**config.mk**
```make
export PLATFORM = sky130hd
export DESIGN_NAME = alu_operand_sequencer
export DESIGN_NICKNAME = d
export VERILOG_FILES = /design/src/rtl/alu_pkg.sv /design/src/rtl/btn_debounce.sv /design/src/rtl/alu_operand_sequencer.sv
export SDC_FILE = /design/constraint.sdc
export NUM_CORES = 1
export LEC_CHECK = 0
export BUFFER_PORTS_ARGS = -buffer_cell sky130_fd_sc_hd__clkbuf_2
export CORE_MARGIN = 2
export CORE_UTILIZATION = 52
export CTS_CLUSTER_DIAMETER = 200
export CTS_CLUSTER_SIZE = 24
export DETAILED_ROUTE_END_ITERATION = 12
export PLACE_DENSITY = 0.72
export SETUP_SLACK_MARGIN = 0.5
export SYNTH_ARGS = -nofsm -noshare
export SYNTH_HDL_FRONTEND = slang
export SYNTH_SLANG_ARGS = --single-unit
```
**constraint.sdc**
```tcl
create_clock -name clk -period 2.5 [get_ports clk]
set_input_delay 0.375 -clock clk [delete_from_list [all_inputs] [get_ports clk]]
set_output_delay 0.375 -clock clk [all_outputs]
set_load 0.05 [all_outputs]
```
**src/rtl/alu_pkg.sv**
```systemverilog
// Shared types and constants for the ALU operand sequencer and the ALU it drives.
package alu_pkg;

  localparam int W_DEF   = 4;
  localparam int OPW_DEF = 3;

  typedef enum logic [2:0] {
    S_A    = 3'd0,
    S_B    = 3'd1,
    S_OP   = 3'd2,
    S_EXEC = 3'd3,
    S_CAP  = 3'd4,
    S_SHOW = 3'd5
  } state_e;

  localparam logic [2:0] OP_ADD = 3'd0;
  localparam logic [2:0] OP_SUB = 3'd1;
  localparam logic [2:0] OP_NOT = 3'd2;
  localparam logic [2:0] OP_AND = 3'd3;
  localparam logic [2:0] OP_OR  = 3'd4;
  localparam logic [2:0] OP_XOR = 3'd5;
  localparam logic [2:0] OP_LT  = 3'd6;
  localparam logic [2:0] OP_EQ  = 3'd7;

endpackage

```
**src/rtl/btn_debounce.sv**
```systemverilog
// Raw button to one-cycle press pulse: 2-flop synchroniser, stability counter,
// registered rising-edge detector on the debounced level.
module btn_debounce #(
  parameter int DB_CYCLES = 1000000
) (
  input  logic clk,
  input  logic rst_n,
  input  logic btn_raw,
  output logic pulse
);

  localparam int CW = (DB_CYCLES > 1) ? $clog2(DB_CYCLES) : 1;

  logic          sync1_q, sync2_q;
  logic          db_q, db_prev_q, pulse_q;
  logic [CW-1:0] cnt_q;

  always_ff @(posedge clk or negedge rst_n) begin
    if (!rst_n) begin
      sync1_q   <= 1'b0;
      sync2_q   <= 1'b0;
      db_q      <= 1'b0;
      db_prev_q <= 1'b0;
      pulse_q   <= 1'b0;
      cnt_q     <= '0;
    end else begin
      sync1_q <= btn_raw;
      sync2_q <= sync1_q;
      // Any return to the debounced level restarts the stability window.
      if (sync2_q == db_q) begin
        cnt_q <= '0;
      end else if (cnt_q == CW'(DB_CYCLES - 1)) begin
        db_q  <= sync2_q;
        cnt_q <= '0;
      end else begin
        cnt_q <= cnt_q + 1'b1;
      end
      db_prev_q <= db_q;
      pulse_q   <= db_q & ~db_prev_q;
    end
  end

  assign pulse = pulse_q;

endmodule

```
**src/rtl/alu_operand_sequencer.sv**
```systemverilog
// Button-driven entry of A, B and op code into the ALU, then capture and hold
// of its result for the display.
module alu_operand_sequencer
  import alu_pkg::*;
#(
  parameter int W         = W_DEF,
  parameter int OPW       = OPW_DEF,
  parameter int DB_CYCLES = 1000000
) (
  input  logic           clk,
  input  logic           rst_n,
  input  logic [W-1:0]   sw,
  input  logic [OPW-1:0] op_sw,
  input  logic           btn_next,
  input  logic           btn_clr,
  output logic [W-1:0]   alu_a,
  output logic [W-1:0]   alu_b,
  output logic [OPW-1:0] alu_ctrl,
  input  logic [W-1:0]   alu_res,
  input  logic           alu_car,
  input  logic           alu_of,
  output logic [W-1:0]   res_q,
  output logic           car_q,
  output logic           of_q,
  output logic           done,
  output logic [2:0]     state_o
);

  logic next_p, clr_p;

  btn_debounce #(.DB_CYCLES(DB_CYCLES)) u_db_next (
    .clk     (clk),
    .rst_n   (rst_n),
    .btn_raw (btn_next),
    .pulse   (next_p)
  );

  btn_debounce #(.DB_CYCLES(DB_CYCLES)) u_db_clr (
    .clk     (clk),
    .rst_n   (rst_n),
    .btn_raw (btn_clr),
    .pulse   (clr_p)
  );

  state_e         state_q;
  logic [W-1:0]   a_q, b_q, res_r_q;
  logic [OPW-1:0] ctrl_q;
  logic           car_r_q, of_r_q, done_q;

  // Presses in S_EXEC/S_CAP fall through untouched, so they are dropped.
  always_ff @(posedge clk or negedge rst_n) begin
    if (!rst_n) begin
      state_q <= S_A;
      a_q     <= '0;
      b_q     <= '0;
      ctrl_q  <= '0;
      res_r_q <= '0;
      car_r_q <= 1'b0;
      of_r_q  <= 1'b0;
      done_q  <= 1'b0;
    end else if (clr_p) begin
      state_q <= S_A;
      a_q     <= '0;
      b_q     <= '0;
      ctrl_q  <= '0;
      res_r_q <= '0;
      car_r_q <= 1'b0;
      of_r_q  <= 1'b0;
      done_q  <= 1'b0;
    end else begin
      case (state_q)
        S_A: if (next_p) begin
          a_q     <= sw;
          state_q <= S_B;
        end
        S_B: if (next_p) begin
          b_q     <= sw;
          state_q <= S_OP;
        end
        S_OP: if (next_p) begin
          ctrl_q  <= op_sw;
          state_q <= S_EXEC;
        end
        S_EXEC: state_q <= S_CAP;
        S_CAP: begin
          res_r_q <= alu_res;
          car_r_q <= alu_car;
          of_r_q  <= alu_of;
          done_q  <= 1'b1;
          state_q <= S_SHOW;
        end
        S_SHOW: if (next_p) begin
          done_q  <= 1'b0;
          state_q <= S_A;
        end
        default: state_q <= S_A;
      endcase
    end
  end

  assign alu_a    = a_q;
  assign alu_b    = b_q;
  assign alu_ctrl = ctrl_q;
  assign res_q    = res_r_q;
  assign car_q    = car_r_q;
  assign of_q     = of_r_q;
  assign done     = done_q;
  assign state_o  = state_q;

endmodule

```
==> summary.md, run 1 <==
| Metric | Value |
|---|---|
| Final Max Tran Viols | 0 |
| Drt first pass iters | 4 |
| Vias per cell | 5.402 |
| Die H | 82.21 um |
| Dpl ws | around 0.42 ns |
| Clk root buf | clkbuf_8 |
| Outcome | completed |
| Internal | 0.001876 W |
| Crit start category | flop |
| Switching power | 0.0004736 W |
| Dpl cells | between 400 and 500 |
| Antenna violations before repair | 0 |
| Tcrit/Tclk final | 79.82% |
| Via count | 2377 |
| Detailed Place HPWL | 3.805 mm |
| Yosys reg bits | 71 |
| Share of cells above drive strength 1 | a little under a quarter |
| Rows | 28 |
| Clock buffer depth | 2 |
| Total number of yosys warnings | 0 |
| Drt total wl | 5.723 mm |
| Critical path type | flop to flop |
| Post-synth EDFFs | 0 |
| Slew HR | 51.48% |
| Htree depth | 3 |
| DR DRC count | 0 |
| Clock skew | 0.01026 ns |
| Data required, critical path | 2.72 ns |
| Reg power frac | 49.8% |
| Sequential share of the synthesized area | 55.86% |
| Clock transition at path regs | 0.07 ns |
| Hold-fix buffers, CTS | 0 |
| Crit-path max FO | 10 |
| Cells after synthesis | a little over 300 |
| I/O Buffers | 37 |
| CP Capture Type | flop |
| Tmin final | 1.995 ns |
| Finish-stage setup viols | 0 |
| Vias in the first global route | around 2300 |
| Final ANT Viol Nets | 0 |
| Clock network fraction of total power | a little under half |
| RSZ-0062 raised after global routing | yes |
| # IOs | 38 |
| TritonCTS clock tree | done |
| Gate power share | 3.3% |
| CTS Buf Count | 9 |
| Ys flop type | dfrtp_1 |
| Hold WC Path Type | input port to async pin |
| GR Overflow Total | 0 |
| Pwr dens | 612.8 nW/um2 |
| Max Cap Violations | 0 |
| FILL cells | 475 |
| Synth-to-Final Area Change | 20.54% |
| Slew @ Worst Pin | 0.7263 ns |
| Horiz. Die Dim | around 82 um |
| Clock latency on the worst-skew pair | 0.34 ns |
| Post-Syn Area | 3181 um2 |
| First-pass GRT wire length | 9.666 mm |
| GP Congestion | roughly 0.79 |
| Cell Count, Final, Fillers Out | 440 |
| Initial Util | a little over half |
| ANT cells | 0 |
| Die ar. | just under 7000 um2 |
| Sw Ratio | about a fifth |
| Fmax | 501.1 MHz |
| Drt first-iter violations | 150 |
| Clock net sink count | 71 |
| Core area | 5921 um2 |
| Largest net degree at the start of global routing | 45 |
| Setup TNS | 0 ns |
| Maximum VDD drop | approximately 0.00036 V |
| FFs w/ async S/R, synth | 100.0% |
| Global-route usage over all layers | 18.82% |
| Worst path arrival time | approximately 2.2 ns |
| Final hold vios | 0 |
| Final net count | ~380 |
| Setup ws final | 0.5045 ns |
| Leakage power total | 1.703 nW |
| Syn Nets | 326 |
| Cell variety after synth | 39 |
| Avg Inst Size Synth | 10.36 um2 |
| Drt wl/cell | 13.01 um |
-- per-stage QoR --
stage / util (%) / hold WS [ns] / area, um2 / total power [W]
finish: 64.75 / 0.04798 / 3834 / 0.002349
global route: 64.75 / 0.1024 / 3834 / 0.002427
CTS: 63.50 / 0.05313 / 3760 / 0.002365
detailed placement: 58.62 / 0.3355 / 3471 / 0.001260
global placement: 58.62 / 0.3362 / 3471 / 0.001259
floorplan: - / 0.07941 / 3181 / 0.001213
-- cell type report --
cell class,count,area (um2),area share (%)
clock buffer,10,137.6,3.590
clock inverter,6,107.6,2.807
inverter,9,33.78,0.8812
multi-input combinational,216,1359,35.44
sequential,71,1777,46.34
tap,75,93.84,2.448
timing repair buffer,53,325.3,8.486
-- layout by cell type, fill, tap and decap left out, types with 4 or more instances in the layout --
| cell type | n |
|---|---|
| o21ai_0 | 7 |
| inv_1 | 9 |
| nand2_1 | 15 |
| nor2b_1 | 4 |
| mux2i_1 | 17 |
| clkbuf_2 | 36 |
| nor4_1 | 4 |
| o31ai_1 | 7 |
| nor2_1 | 50 |
| xor2_1 | 9 |
| a21oi_1 | 15 |
| nor3_1 | 7 |
| clkbuf_8 | 10 |
| nand4_1 | 6 |
| or3_1 | 6 |
| nand3_1 | 15 |
| buf_4 | 13 |
| xnor2_1 | 15 |
| or4_4 | 4 |
| or4_1 | 7 |
| dfrtp_1 | 71 |
-- power groups by stage --
stage | Combinational, W | Clock, W | Sequential, W
after floorplan | 0.0000235 | 0 | 0.00119
after global placement | 0.0000677 | 0 | 0.00119
after detailed placement | 0.0000689 | 0 | 0.00119
after CTS | 0.0000701 | 0.00113 | 0.00117
after global routing | 0.0000904 | 0.00117 | 0.00117
final | 0.0000769 | 0.00110 | 0.00117
-- sequential cells by signal, summed over array words and instances, names as in the netlist, 3 cells and up --
name             cells
alu_b                4
state_o              3
res_q                4
alu_ctrl             3
alu_a                4
u_db_next.cnt_q     20
u_db_clr.cnt_q      20
-- path summary, 6_finish.rpt --
check / start / end / slack, ns / depth (start not counted)
worst max-delay path: u_db_next.cnt_q[8]$_DFF_PN0_ / u_db_next.cnt_q[16]$_DFF_PN0_ / 0.50 / 5
worst min-delay path: rst_n / res_q[0]$_DFFE_PN0P_ / 0.05 / 1
worst max register to register: u_db_next.cnt_q[8]$_DFF_PN0_ / u_db_next.cnt_q[16]$_DFF_PN0_ / 0.50 / 5
worst min register to register: u_db_next.sync1_q$_DFF_PN0_ / u_db_next.sync2_q$_DFF_PN0_ / 0.35 / 0
max in group asynchronous: rst_n / u_db_clr.cnt_q[11]$_DFF_PN0_ / 1.81 / 2
min in group clk: btn_next / u_db_next.sync1_q$_DFF_PN0_ / 0.14 / 1
-- cell families after synthesis --
family | Yosys count | share of synthesized area (%)
compound gates | 35 | 6.452
xor+xnor | 24 | 6.609
fa+ha+maj | 2 | 0.7867
buf+inv | 20 | 2.518
flops | 71 | 55.86
mux | 19 | 6.058
simple gates | 136 | 21.72
-- what timing repair did --
action,CTS,global route
endpoints found under the hold margin,0,0
setup buffers,4,5
endpoints found under the setup margin,21,24
cloned,0,1
pin swaps,1,1
gates resized for setup,4,8
-- cell usage after synthesis (all sizes together) (2+ instances only) --
cell type,n,share of area [%]
a21oi,16,2.6
and2,2,0.39
and3,3,0.63
buf,4,0.63
clkbuf,7,0.83
dfrtp,71,56
ha,2,0.79
inv,9,1.1
mux2,2,0.71
mux2i,17,5.4
nand2,15,1.8
nand2b,3,0.59
nand3,16,2.7
nand4,6,1.2
nor2,51,6.0
nor2b,4,0.79
nor3,7,1.1
nor4,4,0.79
o21ai,9,1.4
o31ai,7,1.7
or2,2,0.39
or3,8,1.6
or4,11,2.7
xnor2,15,4.1
xor2,9,2.5
-- worst max-delay path, cell delays in order (launching register included) --
cell     delay (ns)
dfrtp_1        0.38
or4b_1         0.52
or4_4          0.54
o21ai_2        0.20
buf_6          0.18
a21oi_1        0.06
-- per-layer routing --
metal	part of all wire [%]	track usage, %
met5	0	0
met3	4.3	3.804
met1	48	24.28
met2	46	29.92
met4	1.7	10.00
Power figures use the tool's default switching activity.
==> run 2, diff against run 1 <==
--- a/config.mk
+++ b/config.mk
@@ -11,7 +11,7 @@
 export CTS_CLUSTER_DIAMETER = 200
 export CTS_CLUSTER_SIZE = 24
 export DETAILED_ROUTE_END_ITERATION = 12
-export PLACE_DENSITY = 0.72
+export PLACE_DENSITY = 0.75
 export SETUP_SLACK_MARGIN = 0.5
 export SYNTH_ARGS = -nofsm -noshare
 export SYNTH_HDL_FRONTEND = slang
==> constraint.sdc (replaced) <==
create_clock -name clk -period 1.8 [get_ports clk]
set_input_delay 0.27 -clock clk [delete_from_list [all_inputs] [get_ports clk]]
set_output_delay 0.27 -clock clk [all_outputs]
set_load 0.05 [all_outputs]
==> run 2 against run 1 <==
Via count increased by 25%. Worst hold slack got worse by 0.018 ns. Clock-buffer cell count increased by 3. Critical path depth unchanged. Critical endpoint is now u_db_next.cnt_q[19]$_DFF_PN0_. Fmax decreased by 1.1%. Clock skew increased by 0.0047 ns. Largest cell class unchanged. Routed wire length increased by 68%. The flow now finishes with violations (negative setup slack). Largest power group unchanged. Worst setup slack got worse by 0.72 ns. Sequential share of layout area decreased by 8.7 points.
==> summary.md, run 2 (same netlist as run 1, synthesis figures left out) <==
| Metric | Value |
|---|---|
| CP startpoint | u_db_next.cnt_q[8]$_DFF_PN0_ |
| Top delay family on crit path | simple AND/OR/NAND/NOR gates |
| RSZ-0062 raised after global routing | yes |
| Drt total wl | 9.638 mm (+68%) |
| Initial Util | 53.72% (unchanged) |
| Setup ws final | -0.2184 ns (-0.7230 ns) |
| Rows | 28 (unchanged) |
| Clock skew | 0.01499 ns (+0.004731 ns) |
| I/O Buffers | 37 (unchanged) |
| Leakage power total | 2.037 nW (+20%) |
| Worst path arrival time | 2.23 ns (+0.02 ns) |
| CP bufs+invs | 1 (unchanged) |
| Htree depth | 3 (unchanged) |
| Final Hold Slack | 0.02986 ns (-0.01812 ns) |
| Max stage delay on crit path | 0.56 ns (+0.02 ns) |
| Fmax | 495.4 MHz (-1.1%) |
| Hold WC Path Type | input port to flop |
| Data required, critical path | 2.01 ns (-0.71 ns) |
| Antenna violations before repair | 0 (unchanged) |
| # IOs | 38 (unchanged) |
| Vias in the first global route | 2802 (+24%) |
| Drt first pass iters | 5 (+1) |
| First-pass GRT wire length | 12.92 mm (+34%) |
| Vias per cell | 5.922 (+9.6%) |
| Outcome | finished, violations left |
| Final Max Tran Viols | 0 (unchanged) |
| Maximum VDD drop | 0.0004978 V (+37%) |
| CP Capture Type | flop |
| GP Congestion | 0.7726 (-2.8%) |
| Clk root buf | clkbuf_8 |
| Total power draw | 0.003153 W (+34%) |
| CTS Buf Count | 9 (unchanged) |
| Core area | 5921 um2 (unchanged) |
| Reg2Reg Launch Point | u_db_next.cnt_q[8]$_DFF_PN0_ |
| GR Overflow Total | 0 (unchanged) |
| Die ar. | 6758 um2 (unchanged) |
| Slew HR | 54.15% (+2.7 points) |
| Tcrit/Tclk final | 112.1% (+32 points) |
| Tmin final | 2.018 ns (+0.02298 ns) |
| Commonest non-fill, non-tap cell in the layout | dfrtp_1 |
| DR DRC count | 0 (unchanged) |
| Max Cap Violations | 0 (unchanged) |
| Final ANT Viol Nets | 0 (unchanged) |
| Most frequent cells in the layout | dfrtp_1 (67), buf_4 (57), nor2_1 (33), clkbuf_2 (33), mux2i_1 (17) |
| Critical path capture point | u_db_next.cnt_q[19]$_DFF_PN0_ |
| Slowest-stage cell, CP | or4_4 |
| Die H | 82.21 um (unchanged) |
| Crit-path cells | or4b_1, or4_4, o21ai_4, buf_4, a21oi_2 |
| Clock transition at path regs | 0.07 ns (about the same) |
| Worst r2r path cells | 5 (unchanged) |
| Finish-stage setup viols | 21 (+21) |
| Reg2reg setup slack | -0.22 ns (-0.72 ns) |
| Drt wl/cell | 19.20 um (+48%) |
| Detailed Place HPWL | 4.428 mm (+16%) |
| Crit-path max FO | 5 (-5) |
| Global-route usage over all layers | 25.52% (+6.7 points) |
| Final hold vios | 0 (unchanged) |
| Clock net sink count | 71 (unchanged) |
| Biggest registers after layout | u_db_clr.cnt_q (20), u_db_next.cnt_q (20) |
| Clock buffer depth | 2 (unchanged) |
| Clock latency on the worst-skew pair | 0.35 ns (about the same) |
| Pwr dens | 665.9 nW/um2 (+8.7%) |
| Share of cells above drive strength 1 | 47.07% (+24 points) |
| Crit start category | flop |
| Drt first-iter violations | 215 (+43%) |
| Worst r2r dst | u_db_next.cnt_q[19]$_DFF_PN0_ |
| Via count | 2973 (+25%) |
| Horiz. Die Dim | 82.21 um (unchanged) |
| TritonCTS clock tree | done |
| Largest net degree at the start of global routing | 31 (-31%) |
| Crit path depth | 5 (unchanged) |
| Failing checks | negative setup slack |
| Synth-to-Final Area Change | 48.90% |
| Final net count | 441 (+16%) |
| Critical path type | flop to flop |
| ANT cells | 0 (unchanged) |
| Slew @ Worst Pin | 0.6878 ns (-0.03855 ns) |
==> run 2: final cells by class <==
class	instances	area [um2]
flip-flops and latches	71	1782
multi-input cells	216	1700
fillers	318	1185
repair buffers	115	917.1
clock buffers	13	168.9
well taps	75	93.84
clock inverters	3	40.04
inverters	9	33.78
==> run 2: per-layer routing <==
layer	vias up	GRT usage [%]	routed length (um)
met3	62	4.130	545
met4	0	12.83	575
met1	1457	30.50	3673
li1	1299	-	-
met5	-	0	0
met2	155	44.44	4843
==> run 2: worst reg2reg max path, cell delays in order (launching register included) <==
cell	delay [ns]
dfrtp_1	0.37
or4b_1	0.52
or4_4	0.56
o21ai_4	0.20
buf_4	0.18
a21oi_2	0.05
==> run 2: worst min path at each step <==
stage	startpoint	endpoint	cells past startpoint	slack, ns
floorplan	rst_n	alu_a[0]$_DFFE_PN0P_	0	-0.03
global placement	rst_n	res_q[1]$_DFFE_PN0P_	1	0.33
detailed placement	rst_n	res_q[2]$_DFFE_PN0P_	1	0.33
CTS	btn_next	u_db_next.sync1_q$_DFF_PN0_	1	0.03
global route	btn_next	u_db_next.sync1_q$_DFF_PN0_	1	0.02
finish	btn_next	u_db_next.sync1_q$_DFF_PN0_	1	0.03
==> run 2: timing repair <==
item | CTS | global route
gates resized for setup | 58 | 44
endpoints found under the hold margin | 27 | 0
endpoints found under the setup margin | 59 | 62
pin swaps | 24 | 10
setup buffers | 29 | 8
gates cloned | 1 | 0
hold buffers | 1 | 0
==> run 2: per-stage QoR <==
stage	util [%]	std cells	setup WS, ns	area (um2)	TNS, ns
2_1_floorplan	-	307	-0.1445	3318	-2.312
3_3_place_gp	64.67	447	-0.2038	3829	-3.970
3_5_place_dp	64.67	447	-0.2535	3829	-4.848
4_1_cts	76.18	494	-0.1764	4511	-3.279
5_1_grt	79.99	502	-0.2842	4736	-4.996
6_report	79.99	502	-0.2184	4736	-3.882
==> run 2: where the power goes <==
group	internal (W)	leakage (nW)	switching, W
Clock	0.000751	0.109	0.000604
Sequential	0.00161	0.971	0.0000118
Combinational	0.0000793	0.957	0.0000984
Total	0.00244	2.04	0.000714
==> run 3, diff against run 2 <==
--- a/config.mk
+++ b/config.mk
@@ -5,6 +5,7 @@
 export SDC_FILE = /design/constraint.sdc
 export NUM_CORES = 1
 export LEC_CHECK = 0
+export ABC_AREA = 1
 export BUFFER_PORTS_ARGS = -buffer_cell sky130_fd_sc_hd__clkbuf_2
 export CORE_MARGIN = 2
 export CORE_UTILIZATION = 52
==> run 3 against run 2 <==
The run now ends clean. Fmax grew 40%. First-iteration DRC count down 12%. Utilization is 10 points lower. Combinational power shrank 22%. Die area grew 10%. Largest cell class is now multi-input combinational cells. Worst hold slack worse by 0.0027 ns. Sequential power barely moved. Clock power rose by 16%. Critical path depth grew 2. Via count increased by 8.0%. Routed wire length shrank 9.2%. Worst setup slack better by 0.57 ns.
==> summary.md, run 3 <==
| Metric | Value |
|---|---|
| Outcome | completed |
| Clock buffer depth | 2 (unchanged) |
| Ys flop type | dfrtp_1 |
| Crit start category | flop |
| Max Cap Violations | 0 (unchanged) |
| Fin util | 69.53% (-10 points) |
| Post-Syn Area | 3525 um2 (+11%) |
| Cell variety after synth | 31 (-21%) |
| Multi-input logic area | 1872 um2 (+10%) |
| Core area | 6681 um2 (+13%) |
| ANT cells | 0 (unchanged) |
| Most frequent cells in the layout | nor2_1 (70), nand2_1 (57), dfrtp_1 (55) |
| Most frequent cells after synthesis | nor2_1 (90), dfrtp_1 (71), nand2_1 (67) |
| Syn Nets | 445 (+37%) |
| Drt first-iter violations | 189 (-12%) |
| Tcrit/Tclk final | 80.32% (-32 points) |
| Leading cell types by total area after synthesis | dfrtp_1 (50%), nor2_1 (9.6%), nand2_1 (7.1%), nand3_1 (7.0%), inv_1 (4.9%) |
| CP Capture Type | flop |
| Finish-stage setup viols | 0 (-100%) |
| Die ar. | 7453 um2 (+10%) |
| Leakage power total | 2.031 nW (-0.30%) |
| RSZ-0062 raised after global routing | yes |
| Crit-path max FO | 4 (-1) |
| Clock net sink count | 71 (unchanged) |
| Drt total wl | 8.752 mm (-9.2%) |
| Critical path's most frequent cell | nand2_1 |
| Cells after synthesis | 426 (+39%) |
| DR DRC count | 0 (unchanged) |
| First-pass GRT wire length | 12.31 mm (-4.7%) |
| Largest net degree at the start of global routing | 72 (+130%) |
| Commonest non-fill, non-tap cell in the layout | nor2_1 |
| Register area | 1797 um2 (+0.84%) |
| Crit-path cells | nand2_1, nor2_2, nand3b_1, nor2_1, nand2_1, nand2_1, nor2_1 |
| Setup TNS | 0 ns (+3.882 ns) |
| FFs w/ async S/R, synth | 100.0% (unchanged) |
| GR Overflow Total | 0 (unchanged) |
| Final ANT Viol Nets | 0 (unchanged) |
| Biggest registers after layout | u_db_clr.cnt_q (20), u_db_next.cnt_q (20) |
| Vias in the first global route | 2777 (-0.89%) |
| Final instance area | 4646 um2 (-1.9%) |
| Top-count cell post-synth | nor2_1 |
| Total number of yosys warnings | 0 (unchanged) |
| Rows | 30 (+7.1%) |
| Final Max Tran Viols | 0 (unchanged) |
| Share of cells above drive strength 1 | 36.13% (-11 points) |
| Fmax | 691.7 MHz (+40%) |
| Data required, critical path | 2.05 ns (+0.04 ns) |
| Avg Inst Size Synth | 8.274 um2 (-20%) |
| Placed inst area | 3817 um2 (-0.29%) |
| Antenna violations before repair | 0 (unchanged) |
| Clock skew | 0.009593 ns (-0.005399 ns) |
| Slew HR | 75.26% (+21 points) |
| CTS Buf Count | 9 (unchanged) |
| Dpl ws | 0.3643 ns (+0.6178 ns) |
| Worst path arrival time | 1.70 ns (-0.53 ns) |
| Die H | 86.33 um (+5.0%) |
| Yosys top cell area share | 50.41% (-5.5 points) |
| Max stage delay on crit path | 0.45 ns (-0.11 ns) |
| Tmin final | 1.446 ns (-0.5727 ns) |
| Initial Util | 52.75% (-0.97 points) |
| GP Congestion | 0.9325 (+21%) |
| Critical path type | flop to flop |
| Clock latency on the worst-skew pair | 0.36 ns (about the same) |
| Final net count | 515 (+17%) |
| Drt wl/cell | 15.06 um (-22%) |
| Global-route usage over all layers | 21.09% (-4.4 points) |
| Detailed Place HPWL | 5.042 mm (+14%) |
| Pwr dens | 715.9 nW/um2 (+7.5%) |
| Hold WC Path Type | input port to flop |
| Horiz. Die Dim | 86.33 um (+5.0%) |
| Maximum VDD drop | 0.0004615 V (-7.3%) |
| Top delay family on crit path | simple AND/OR/NAND/NOR gates |
| Setup ws final | 0.3542 ns (+0.5727 ns) |
| CP bufs+invs | 0 (-1) |
| Cell taking the most area after synthesis | dfrtp_1 |
| Sequential share of the synthesized area | 50.41% (-5.5 points) |
| Slowest-stage cell, CP | dfrtp_2 |
| # IOs | 38 (unchanged) |
| Final hold vios | 0 (unchanged) |
| Slew @ Worst Pin | 0.3712 ns (-0.3166 ns) |
| Synth-to-Final Area Change | 31.81% |
| FILL cells | 479 (+51%) |
| Htree depth | 3 (unchanged) |
| Clk root buf | clkbuf_8 |
| I/O Buffers | 37 (unchanged) |
| Vias per cell | 5.527 (-6.7%) |
| Yosys reg bits | 71 (unchanged) |
| TritonCTS clock tree | done |
| Post-synth EDFFs | 0 (unchanged) |
| Clock transition at path regs | 0.08 ns (about the same) |
| Drt first pass iters | 5 (unchanged) |
| Via count | 3211 (+8.0%) |
[run 3: changes by cell type in the layout (fill, tap and decap cells not counted), moves of 17 or more]
cell,delta
nand2_1,+42
inv_1,+31
nand3_1,+25
mux2i_1,-17
nor2_1,+37
buf_4,-34
[run 3: report_power, final]
part	internal [W]	switching [W]	total, W
clock network	0.000924	0.000632	0.00156
logic	0.0000557	0.0000819	0.000138
registers	0.00161	0.0000224	0.00163
[run 3: kinds of logic after synthesis]
group	share of synthesized area, %
buf+inv	5.893
compound gates	5.112
fa+ha+maj	0.7099
simple gates	31.98
xor+xnor	5.893
flops	50.41
[run 3: path summary, 6_finish.rpt]
kind / startpoint / cells past startpoint / to / slack, ns
max: u_db_next.cnt_q[7]$_DFF_PN0_ / 7 / u_db_next.cnt_q[18]$_DFF_PN0_ / 0.35
min: btn_next / 1 / u_db_next.sync1_q$_DFF_PN0_ / 0.03
max reg2reg: u_db_next.cnt_q[7]$_DFF_PN0_ / 7 / u_db_next.cnt_q[18]$_DFF_PN0_ / 0.35
min reg2reg: u_db_next.sync1_q$_DFF_PN0_ / 0 / u_db_next.sync2_q$_DFF_PN0_ / 0.36
max in group asynchronous: rst_n / 3 / u_db_next.cnt_q[4]$_DFF_PN0_ / 1.01
min in group asynchronous: rst_n / 3 / u_db_next.cnt_q[1]$_DFF_PN0_ / 0.46
[run 3: layout make-up]
class                      instances  area share [%]
tap                               80           2.155
clock buffer                       9           2.666
multi-input combinational        301           40.29
clock inverter                     7           2.586
timing repair buffer              64           9.399
inverter                          49           4.228
sequential                        71           38.67
[run 3: repair_timing]
action                                 CTS  global route
pin swaps                                8            24
endpoints found under the hold margin   72             0
gates resized for setup                 44            73
gates cloned                             0             0
hold buffers                             2             0
buffers inserted                         6            17
setup endpoints to repair               47            60
[run 3: per-layer routing]
metal	vias to the layer above	track usage, %	wire length [um]
met5	-	0	0
li1	1494	-	-
met4	0	9.801	410
met2	182	32.66	4121
met1	1481	28.73	3537
met3	54	4.190	683
[run 3: metrics by stage]
stage               cells  power [W]  hold WS (ns)
finish                581   0.003326       0.02716
global placement      540   0.001757        0.3205
global route          581   0.003431       0.01204
floorplan             426   0.001694      -0.02559
CTS                   564   0.003326      0.008377
detailed placement    540   0.001759        0.3258
